`src/rtl/int_to_fp_seq.sv`:
```
// rtl/int_to_fp_seq.sv - sequential signed-integer to {sign, exp, frac} converter, one shift per cycle.
// Optional build macro ROUND_NEAREST_EN: round-to-nearest-even on dropped bits when FRAC_W < INT_W.
module int_to_fp_seq #(
    parameter int INT_W  = 8,
    parameter int EXP_W  = 4,
    parameter int FRAC_W = 8
) (
    input  logic                    clk,
    input  logic                    reset_n,
    input  logic                    in_valid,
    output logic                    in_ready,
    input  logic [INT_W-1:0]        int_in,
    output logic                    out_valid,
    input  logic                    out_ready,
    output logic [EXP_W+FRAC_W:0]   fp_out
);

    typedef enum logic [1:0] {IDLE, NORM, DONE} state_t;

    state_t             state;
    state_t             state_next;
    logic               sign;
    logic [INT_W-1:0]   mag;
    logic [EXP_W-1:0]   exp_cnt;
    logic [FRAC_W-1:0]  frac_norm;
    logic [EXP_W-1:0]   exp_norm;
    logic               mag_zero;
    logic               mag_top;

    assign mag_zero = (mag == '0);
    assign mag_top  = mag[INT_W-1];

    always_ff @(posedge clk or negedge reset_n) begin
        if (!reset_n) begin
            state <= IDLE;
        end else begin
            state <= state_next;
        end
    end

    always_comb begin
        state_next = state;
        case (state)
            IDLE:    if (in_valid) state_next = NORM;
            NORM:    if (mag_zero || mag_top) state_next = DONE;
            DONE:    if (out_ready) state_next = IDLE;
            default: state_next = IDLE;
        endcase
    end

    always_comb begin
        in_ready  = (state == IDLE);
        out_valid = (state == DONE);
    end

    // Negating the most negative operand wraps to 2**(INT_W-1), which is the correct magnitude.
    always_ff @(posedge clk or negedge reset_n) begin
        if (!reset_n) begin
            sign    <= 1'b0;
            mag     <= '0;
            exp_cnt <= '0;
            fp_out  <= '0;
        end else begin
            case (state)
                IDLE: begin
                    if (in_valid) begin
                        sign    <= int_in[INT_W-1];
                        mag     <= int_in[INT_W-1] ? -int_in : int_in;
                        exp_cnt <= EXP_W'(INT_W);
                    end
                end
                NORM: begin
                    if (mag_zero) begin
                        fp_out <= '0;
                    end else if (mag_top) begin
                        fp_out <= {sign, exp_norm, frac_norm};
                    end else begin
                        mag     <= mag << 1;
                        exp_cnt <= exp_cnt - 1'b1;
                    end
                end
                default: ;
            endcase
        end
    end

    generate
        if (FRAC_W >= INT_W) begin : g_wide
            logic [FRAC_W-1:0] mag_ext;
            assign mag_ext   = FRAC_W'(mag);
            assign frac_norm = mag_ext << (FRAC_W - INT_W);
            assign exp_norm  = exp_cnt;
        end else begin : g_narrow
            logic [FRAC_W-1:0] frac_trunc;
            assign frac_trunc = mag[INT_W-1 -: FRAC_W];
`ifdef ROUND_NEAREST_EN
            localparam int DROP = INT_W - FRAC_W;
            localparam logic [INT_W-1:0] STICKY_MASK = (INT_W'(1) << (DROP - 1)) - INT_W'(1);
            logic              guard;
            logic              sticky;
            logic              round_up;
            logic [FRAC_W:0]   frac_sum;
            assign guard    = mag[DROP-1];
            assign sticky   = |(mag & STICKY_MASK);
            assign round_up = guard & (sticky | frac_trunc[0]);
            assign frac_sum = {1'b0, frac_trunc} + (FRAC_W+1)'(round_up);
            // A carry out of the fraction renormalises to 1.000.. with the exponent bumped.
            assign frac_norm = frac_sum[FRAC_W] ? (FRAC_W'(1) << (FRAC_W - 1)) : frac_sum[FRAC_W-1:0];
            assign exp_norm  = exp_cnt + EXP_W'(frac_sum[FRAC_W]);
`else
            assign frac_norm = frac_trunc;
            assign exp_norm  = exp_cnt;
`endif
        end
    endgenerate

endmodule

```
`config.mk`:
```
export PLATFORM = sky130hd
export DESIGN_NAME = int_to_fp_seq
export DESIGN_NICKNAME = d
export VERILOG_FILES = /design/src/rtl/int_to_fp_seq.sv
export SDC_FILE = /design/constraint.sdc
export NUM_CORES = 1
export LEC_CHECK = 0
export CORE_MARGIN = 5
export CORE_UTILIZATION = 50
export DETAILED_ROUTE_END_ITERATION = 12
export GPL_TIMING_DRIVEN = 1
export PLACE_DENSITY = 0.78
export SLEW_MARGIN = 40
export SYNTH_ARGS = -nofsm -noshare
export SYNTH_HDL_FRONTEND = slang
export SYNTH_SLANG_ARGS = --single-unit
export TNS_END_PERCENT = 100
```
`constraint.sdc`:
```
create_clock -name clk -period 2.44 [get_ports clk]
set_input_delay 0.61 -clock clk [delete_from_list [all_inputs] [get_ports clk]]
set_output_delay 0.61 -clock clk [all_outputs]
set_load 0.03 [all_outputs]
```
==> results.py, run 1 <==
metrics = {
    "final_layout": {
        "area_growth_pct": 25.3,
        "final_nets": 160,
        "fill_cells": 235,
        "final_layout_size_suffix_gt1_frac": 0.166,
        "multiInputGateArea_um2": 617,
        "fin_area_mm2": 0.00171,
        "regArea_um2": 701,
        "antennaDiodeCount": 0,
        "final_util": 0.635,
        "instances_no_fill": 176,
    },
    "place": {
        "dp_cells": 172,
        "post_dp_cell_area_mm2": 0.00165,
        "dpl.hpwl_um": 1970,
        "routabilityCongestion": 0.815,
        "numPortBuffers": 26,
    },
    "setup_path": {
        "reg2reg_from": "frac_norm[3]$_DFFE_PN0P_",
        "end_kind": "primary output",
        "crit_slowest_cell": "clkdlybuf4s50_1",
        "critPathMaxFanout": 5,
        "cpPeakStageDelay_ns": 0.66,
        "r2r-end": "fp_out[6]$_DFFE_PN0P_",
        "crit_chain": "nand2b_1 -> inv_1 -> clkdlybuf4s50_1",
        "reg2reg_depth": 4,
        "crit_type": "reg2out",
        "crit_path_end": "out_valid",
        "crit_path_start_kind": "flop",
        "arrival_ns": 1.68,
        "crit_start": "state[0]$_DFFE_PN0P_",
        "worstPathRequired_ns": 1.83,
        "r2r_slack_ns": 0.51,
    },
    "cts": {
        "cts_tree": "yes",
        "cts_made_buffers": 3,
        "postCtsHoldBufs": 0,
        "insertion_delay_ns": 0.33,
        "htree_levels": 1,
        "post-cts-setup-buffers": 0,
        "cts.repair.resized": 0,
        "clk_path_buf_depth": 2,
        "clk_pin_slew_ns": 0.15,
        "cts_root_buf": "clkbuf_4",
        "cts.sinks": 28,
    },
    "route": {
        "routed_wl_um": 2580,
        "postRouteAntennaNets": 0,
        "drc": 0,
        "viasPerCell": 5.60,
        "drt_iter0_drc": 28,
        "detail_route.wl_per_cell_um": 14.7,
        "dr_total_vias": 986,
        "first_pass_iters": 4,
    },
    "power": {
        "peakVddDrop_mv": 0.815,
        "power_leakage_nw": 0.755,
        "power_mw": 2.35,
        "power_density_mw_per_mm2": 1370,
    },
    "floorplanning": {
        "num_rows": 19,
        "fp.dieW_um": 62.2,
        "core_area_mm2": 0.00269,
        "boundaryPins": 27,
        "die_y_um": 62.2,
        "design.die.area_mm2": 0.00387,
        "start_util": 0.507,
    },
    "logic_synthesis": {
        "syn_area_mm2": 0.00136,
        "syn-num-nets": 130,
        "ys_ff_latch": 28,
        "synthDistinctLibCells": 33,
        "ys_seq_area_frac": 0.514,
        "netlist_instances": 116,
        "yosys_warnings": 0,
        "avgSynthCellArea_um2": 11.7,
    },
    "global_route": {
        "grt_start_max_net_pins": 29,
        "grt_pass1_wl_um": 4620,
        "grt_pass1_vias": 1001,
        "overflow": 0,
        "grt_util_all_layers": 0.142,
        "grt_antenna_before_repair": 0,
    },
    "timing": {
        "layout_min_cycle_time_ns": 2.29,
        "hold_viol_final": 0,
        "tightestPinTransition_ns": 0.457,
        "fin_tns_setup_ns": 0,
        "setup_viol": 0,
        "clock_skew_ns": 0.0162,
        "timing.slew.headroom": 0.695,
        "drv_slew": 0,
        "timing.fmax_mhz": 437,
        "period_share": 0.938,
        "rsz0062_at_grt": "false",
    },
    "run_status": {
        "outcome": "finished clean",
    },
    "run": {
        "cap_violations": 0,
    },
    "worst_hold_path": {
        "hold_class": "reg2reg",
    },
}
-- worst max-delay path, delay by kind of cell, from the launching register on --
kind	cells	cell delay, ns
buf+inv	2	0.72
flops	1	0.45
simple gates	1	0.18
-- power breakdown --
part	switching [mW]	leakage (nW)	total [mW]	internal (mW)
Clock	0.133	0.0279	0.299	0.166
Combinational	0.630	0.384	1.21	0.582
Sequential	0.157	0.344	0.835	0.678
-- through the flow --
step / setup slack [ns] / hold slack (ns)
2_1_floorplan: 0.636 / 0.314
3_3_place_gp: 0.175 / 0.460
3_5_place_dp: 0.118 / 0.474
4_1_cts: 0.140 / 0.508
5_1_grt: 0.0536 / 0.536
6_report: 0.151 / 0.500
-- logic make-up after synthesis --
group | after synthesis | synth area share
buf+inv | 10 | 0.0331
simple gates | 27 | 0.110
flops | 28 | 0.514
compound gates | 27 | 0.133
fa+ha+maj | 2 | 0.0184
xor+xnor | 6 | 0.0386
mux | 16 | 0.152
-- synthesized netlist by cell type (all sizes together) --
| library cell | count | area, um^2 |
|---|---|---|
| a21boi | 2 | 15.0 |
| a21o | 1 | 7.51 |
| a21oi | 6 | 30.0 |
| a22o | 5 | 43.8 |
| and2b | 1 | 7.51 |
| buf | 1 | 11.3 |
| clkbuf | 1 | 3.75 |
| clkinv | 1 | 3.75 |
| dfrtp | 28 | 701 |
| ha | 2 | 25.0 |
| inv | 7 | 26.3 |
| mux2 | 14 | 188 |
| mux2i | 2 | 20.0 |
| nand2 | 6 | 25.0 |
| nand2b | 2 | 12.5 |
| nand3 | 5 | 25.0 |
| nor2 | 6 | 30.0 |
| nor2b | 1 | 6.26 |
| nor3b | 1 | 7.51 |
| nor4 | 2 | 12.5 |
| o211ai | 1 | 7.51 |
| o21ai | 9 | 56.3 |
| o22ai | 2 | 12.5 |
| o41ai | 1 | 8.76 |
| or2 | 1 | 6.26 |
| or3 | 1 | 6.26 |
| or4 | 1 | 11.3 |
| xnor2 | 4 | 35.0 |
| xor2 | 2 | 17.5 |
-- per-layer routing --
layer / GRT usage / vias up / share of wire
met4: 0.0488 / 0 / 0.016
met2: 0.237 / 28 / 0.49
met1: 0.184 / 479 / 0.45
li1: - / 475 / -
met3: 0.0270 / 4 / 0.044
met5: 0 / - / 0
-- worst min-delay path by stage --
stage / from / end / slack, ns / depth (start not counted)
floorplan: reset_n / exp_cnt[0]$_DFFE_PN0P_ / 0.31 / 0
global placement: fp_out[7]$_DFFE_PN0P_ / fp_out[7]$_DFFE_PN0P_ / 0.46 / 1
detailed placement: fp_out[7]$_DFFE_PN0P_ / fp_out[7]$_DFFE_PN0P_ / 0.47 / 1
CTS: fp_out[7]$_DFFE_PN0P_ / fp_out[7]$_DFFE_PN0P_ / 0.51 / 1
global route: fp_out[12]$_DFFE_PN0P_ / fp_out[12]$_DFFE_PN0P_ / 0.54 / 1
finish: fp_out[0]$_DFFE_PN0P_ / fp_out[0]$_DFFE_PN0P_ / 0.50 / 2
-- cell usage in the layout (no fill, tap or decap) --
| cell | instances |
|---|---|
| nor2_4 | 1 |
| a22o_1 | 5 |
| o211ai_1 | 1 |
| a21o_1 | 1 |
| bufinv_16 | 1 |
| or4_4 | 1 |
| nand2_1 | 5 |
| and2b_1 | 1 |
| clkinv_1 | 1 |
| inv_1 | 7 |
| or3_1 | 1 |
| o22ai_1 | 2 |
| ha_1 | 2 |
| nand2_2 | 1 |
| nor4_1 | 2 |
| buf_4 | 1 |
| clkbuf_4 | 3 |
| or2_2 | 1 |
| nor2_1 | 5 |
| nand2b_1 | 2 |
| nor3b_1 | 1 |
| mux2i_1 | 2 |
| clkdlybuf4s50_1 | 26 |
| mux2_4 | 8 |
| o41ai_1 | 1 |
| xor2_1 | 2 |
| xnor2_1 | 4 |
| mux2_2 | 6 |
| a21boi_0 | 2 |
| a21oi_1 | 6 |
| dfrtp_1 | 28 |
| o21ai_4 | 1 |
| nor2b_1 | 1 |
| o21ai_0 | 8 |
| nand3_1 | 5 |
-- state kept, by name, indices dropped and copies added, names as in the netlist --
| register | flops |
|---|---|
| frac_norm | 8 |
| state | 2 |
| fp_out | 13 |
| exp_cnt | 4 |
| sign | 1 |
-- final cells by class --
cell class	instances	area share
clock buffer	3	0.0132
sequential	28	0.411
clock inverter	1	0.0176
inverter	8	0.0176
tap	31	0.0227
timing repair buffer	27	0.157
multi-input combinational	78	0.361
Note: power is estimated with default switching activity, not from simulation.
==> run 2, diff against run 1 <==
Settings changed: CORE_MARGIN 5 to 1.5, CTS_CLUSTER_DIAMETER set to 30.
==> results.py, run 2 (synthesis results as in run 1) <==
metrics = {
    "run_status": {
        "outcome": "finished clean",
    },
    "route": {
        "dr_total_vias": 968,
        "first_pass_iters": 4,
        "postRouteAntennaNets": 0,
        "drc": 0,
        "drt_iter0_drc": 11,
        "routed_wl_um": 2620,
        "detail_route.wl_per_cell_um": 15.0,
        "viasPerCell": 5.56,
    },
    "timing": {
        "drv_slew": 0,
        "clock_skew_ns": 0.00401,
        "period_share": 0.926,
        "rsz0062_at_grt": "false",
        "tightestPinTransition_ns": 0.458,
        "timing.fmax_mhz": 442,
        "timing.slew.headroom": 0.693,
        "fin_tns_setup_ns": 0,
        "setup_viol": 0,
        "layout_min_cycle_time_ns": 2.26,
        "hold_viol_final": 0,
    },
    "cts": {
        "htree_levels": 1,
        "post-cts-setup-buffers": 0,
        "cts_made_buffers": 3,
        "cts_tree": "yes",
        "cts_root_buf": "clkbuf_4",
        "clk_pin_slew_ns": 0.14,
        "clk_path_buf_depth": 2,
        "postCtsHoldBufs": 0,
        "insertion_delay_ns": 0.32,
        "cts.repair.resized": 0,
        "cts.sinks": 28,
    },
    "place": {
        "dp_cells": 171,
        "routabilityCongestion": 0.753,
        "numPortBuffers": 26,
        "dpl.hpwl_um": 1990,
    },
    "floorplanning": {
        "die_y_um": 55.2,
        "fp.dieW_um": 55.2,
        "start_util": 0.540,
        "design.die.area_mm2": 0.00305,
        "core_area_mm2": 0.00252,
        "num_rows": 18,
        "boundaryPins": 27,
    },
    "power": {
        "peakVddDrop_mv": 0.761,
        "power_leakage_nw": 0.741,
        "power_mw": 2.24,
        "power_density_mw_per_mm2": 1340,
    },
    "final_layout": {
        "instances_no_fill": 174,
        "final_layout_size_suffix_gt1_frac": 0.160,
        "final_util": 0.664,
        "area_growth_pct": 23.0,
        "largest_register_ffs": 13,
        "final_nets": 160,
        "layout_common_cells": "dfrtp_1 (28), clkdlybuf4s50_1 (26), mux2_4 (8), o21ai_0 (8), inv_1 (7)",
        "layout_commonest_cell": "dfrtp_1",
        "largest_register": "fp_out",
        "antennaDiodeCount": 0,
    },
    "global_route": {
        "grt_antenna_before_repair": 0,
        "grt_util_all_layers": 0.182,
        "grt_pass1_wl_um": 4500,
        "overflow": 0,
        "grt_start_max_net_pins": 29,
        "grt_pass1_vias": 986,
    },
    "setup_path": {
        "crit_type": "reg2out",
        "end_kind": "primary output",
        "crit_path_start_kind": "flop",
        "critPathMaxFanout": 5,
        "worstPathRequired_ns": 1.83,
        "arrival_ns": 1.65,
    },
    "worst_hold_path": {
        "hold_class": "reg2reg",
    },
    "run": {
        "cap_violations": 0,
    },
}
## run 2: cell count changes in the layout (fill, tap and decap cells not counted)
cell       delta
bufinv_16     -1
## run 2: final cells by class
class,instances,area [um^2]
clock buffers,3,22.5
fillers,218,847
inverters,8,30.0
multi-input cells,78,617
flip-flops and latches,28,701
well taps,30,37.5
repair buffers,27,268
## run 2: routing by layer
layer,wire [um],GRT usage,share of wire,vias up
li1,-,-,-,467
met1,1180,0.241,0.45,476
met2,1330,0.306,0.51,23
met3,83,0.0164,0.032,2
met4,27,0.0767,0.010,0
met5,0,0,0,-
## run 2: path summary, 6_finish.rpt
path | from | to | slack [ns] | cells after the start
min reg2reg | fp_out[7]$_DFFE_PN0P_ | fp_out[7]$_DFFE_PN0P_ | 0.50 | 1
max reg2reg | frac_norm[3]$_DFFE_PN0P_ | fp_out[6]$_DFFE_PN0P_ | 0.53 | 4
min in group asynchronous | reset_n | fp_out[7]$_DFFE_PN0P_ | 0.64 | 2
max in group asynchronous | reset_n | frac_norm[7]$_DFFE_PN0P_ | 1.54 | 2
max | state[0]$_DFFE_PN0P_ | out_valid | 0.18 | 3
min | fp_out[7]$_DFFE_PN0P_ | fp_out[7]$_DFFE_PN0P_ | 0.50 | 1
## run 2: metrics by stage
| step | area [um^2] | hold slack, ns | setup WS [ns] |
|---|---|---|---|
| 2_1_floorplan | 1360 | 0.314 | 0.636 |
| 3_3_place_gp | 1650 | 0.459 | 0.169 |
| 3_5_place_dp | 1650 | 0.474 | 0.104 |
| 4_1_cts | 1680 | 0.506 | 0.177 |
| 5_1_grt | 1680 | 0.520 | 0.101 |
| 6_report | 1680 | 0.500 | 0.180 |
## run 2: critical path: stages, from the launching register on
cell and delay (ns):
dfrtp_1 0.45, nand2b_1 0.17, inv_1 0.06, clkdlybuf4s50_1 0.66
## run 2: report_power, final
part | leakage, nW | total [mW] | internal [mW] | switching [mW]
Clock | 0.0138 | 0.187 | 0.0578 | 0.129
Sequential | 0.344 | 0.846 | 0.678 | 0.168
Combinational | 0.384 | 1.21 | 0.581 | 0.626
==> run 3, diff against run 2 <==
Settings changed: CORE_UTILIZATION 50 to 35, PLACE_DENSITY 0.78 to unset.
==> results.py, run 3 (synthesis results as in run 1) <==
metrics = {
    "final_layout": {
        "fill_cells": 372,
        "final_nets": 160,
        "largest_register": "fp_out",
        "layout_common_cells": "dfrtp_1 (28), clkdlybuf4s50_1 (26), mux2_4 (8), o21ai_0 (8), inv_1 (7)",
        "layout_commonest_cell": "dfrtp_1",
        "area_growth_pct": 27.0,
        "final_layout_size_suffix_gt1_frac": 0.166,
        "largest_register_ffs": 13,
        "antennaDiodeCount": 0,
        "fin_area_mm2": 0.00173,
    },
    "power": {
        "power_mw": 2.32,
        "power_density_mw_per_mm2": 1340,
        "power_leakage_nw": 0.756,
        "peakVddDrop_mv": 0.600,
    },
    "setup_path": {
        "reg2reg_depth": 4,
        "crit_type": "reg2out",
        "critPathMaxFanout": 5,
        "end_kind": "primary output",
        "arrival_ns": 1.61,
        "worstPathRequired_ns": 1.83,
        "crit_path_start_kind": "flop",
    },
    "cts": {
        "clk_pin_slew_ns": 0.09,
        "cts.sinks": 28,
        "post-cts-setup-buffers": 0,
        "postCtsHoldBufs": 0,
        "cts_made_buffers": 3,
        "clk_path_buf_depth": 2,
        "cts_tree": "yes",
        "cts_root_buf": "clkbuf_8",
        "insertion_delay_ns": 0.27,
        "htree_levels": 1,
        "cts.repair.resized": 0,
    },
    "route": {
        "wl_met1_um": 1200,
        "drc": 0,
        "top_layer": "met4",
        "dr_total_vias": 966,
        "drt_iter0_drc": 17,
        "routed_wl_um": 2540,
        "met3_wirelength_um": 98,
        "met2_length_um": 1190,
        "viasPerCell": 5.01,
        "postRouteAntennaNets": 0,
        "first_pass_iters": 4,
        "detail_route.wl_per_cell_um": 13.2,
    },
    "floorplanning": {
        "design.die.area_mm2": 0.00428,
        "num_rows": 22,
        "core_area_mm2": 0.00369,
        "fp.dieW_um": 65.4,
        "die_y_um": 65.4,
        "boundaryPins": 27,
        "start_util": 0.369,
    },
    "run_status": {
        "outcome": "finished clean",
    },
    "timing": {
        "clock_skew_ns": 0.00500,
        "hold_slack_ns": 0.491,
        "timing.slew.headroom": 0.701,
        "tightestPinTransition_ns": 0.445,
        "drv_slew": 0,
        "setup_viol": 0,
        "layout_min_cycle_time_ns": 2.22,
        "rsz0062_at_grt": "false",
        "period_share": 0.908,
        "fin_tns_setup_ns": 0,
        "hold_viol_final": 0,
        "fin_ws_ns": 0.225,
        "timing.fmax_mhz": 451,
    },
    "worst_hold_path": {
        "min_path_cells": 1,
        "hold_class": "reg2reg",
    },
    "place": {
        "post_dp_cell_area_mm2": 0.00168,
        "place_ws_ns": 0.0828,
        "dpl.hpwl_um": 1930,
        "numPortBuffers": 26,
        "routabilityCongestion": 0.739,
    },
    "global_route": {
        "overflow": 0,
        "grt_start_max_net_pins": 29,
        "grt_pass1_wl_um": 4420,
        "grt_util_all_layers": 0.136,
        "grt_pass1_vias": 952,
        "grt_antenna_before_repair": 0,
    },
    "run": {
        "cap_violations": 0,
    },
}
## run 3: area by class of cell
cell class | count | area [um^2] | share of cell area
Multi-Input combinational cell | 78 | 617 | 0.356
Sequential cell | 28 | 701 | 0.405
Clock buffer | 4 | 55.1 | 0.0318
Timing Repair Buffer | 27 | 268 | 0.155
Tap cell | 48 | 60.1 | 0.0347
Inverter | 8 | 30.0 | 0.0174
## run 3: through the flow
step                       util  cells
final                     0.469    193
after global routing      0.469    193
after CTS                 0.469    193
after detailed placement  0.454    189
after global placement    0.454    189
after floorplan               -    116
## run 3: worst paths after layout
path,startpoint,endpoint,slack [ns]
max,state[0]$_DFFE_PN0P_,out_valid,0.22
min reg2reg,fp_out[7]$_DFFE_PN0P_,fp_out[7]$_DFFE_PN0P_,0.49
min in group asynchronous,reset_n,frac_norm[0]$_DFFE_PN0P_,0.70
max in group asynchronous,reset_n,fp_out[10]$_DFFE_PN0P_,1.49
max reg2reg,frac_norm[3]$_DFFE_PN0P_,fp_out[6]$_DFFE_PN0P_,0.54
min,fp_out[7]$_DFFE_PN0P_,fp_out[7]$_DFFE_PN0P_,0.49
## run 3: power by group
| group | switching [mW] | internal (mW) |
|---|---|---|
| sequential | 0.164 | 0.680 |
| combinational | 0.614 | 0.581 |
| clock | 0.140 | 0.145 |
## run 3: critical path, cell delays in order, from the launching register on
cell and delay, ns:
dfrtp_1 0.43, nand2b_1 0.18, inv_1 0.06, clkdlybuf4s50_1 0.66
## run 3: routing by layer
layer | vias up | global-route usage
li1 | 470 | -
met1 | 466 | 0.185
met2 | 26 | 0.217
met3 | 4 | 0.0154
met4 | 0 | 0.0651
met5 | - | 0
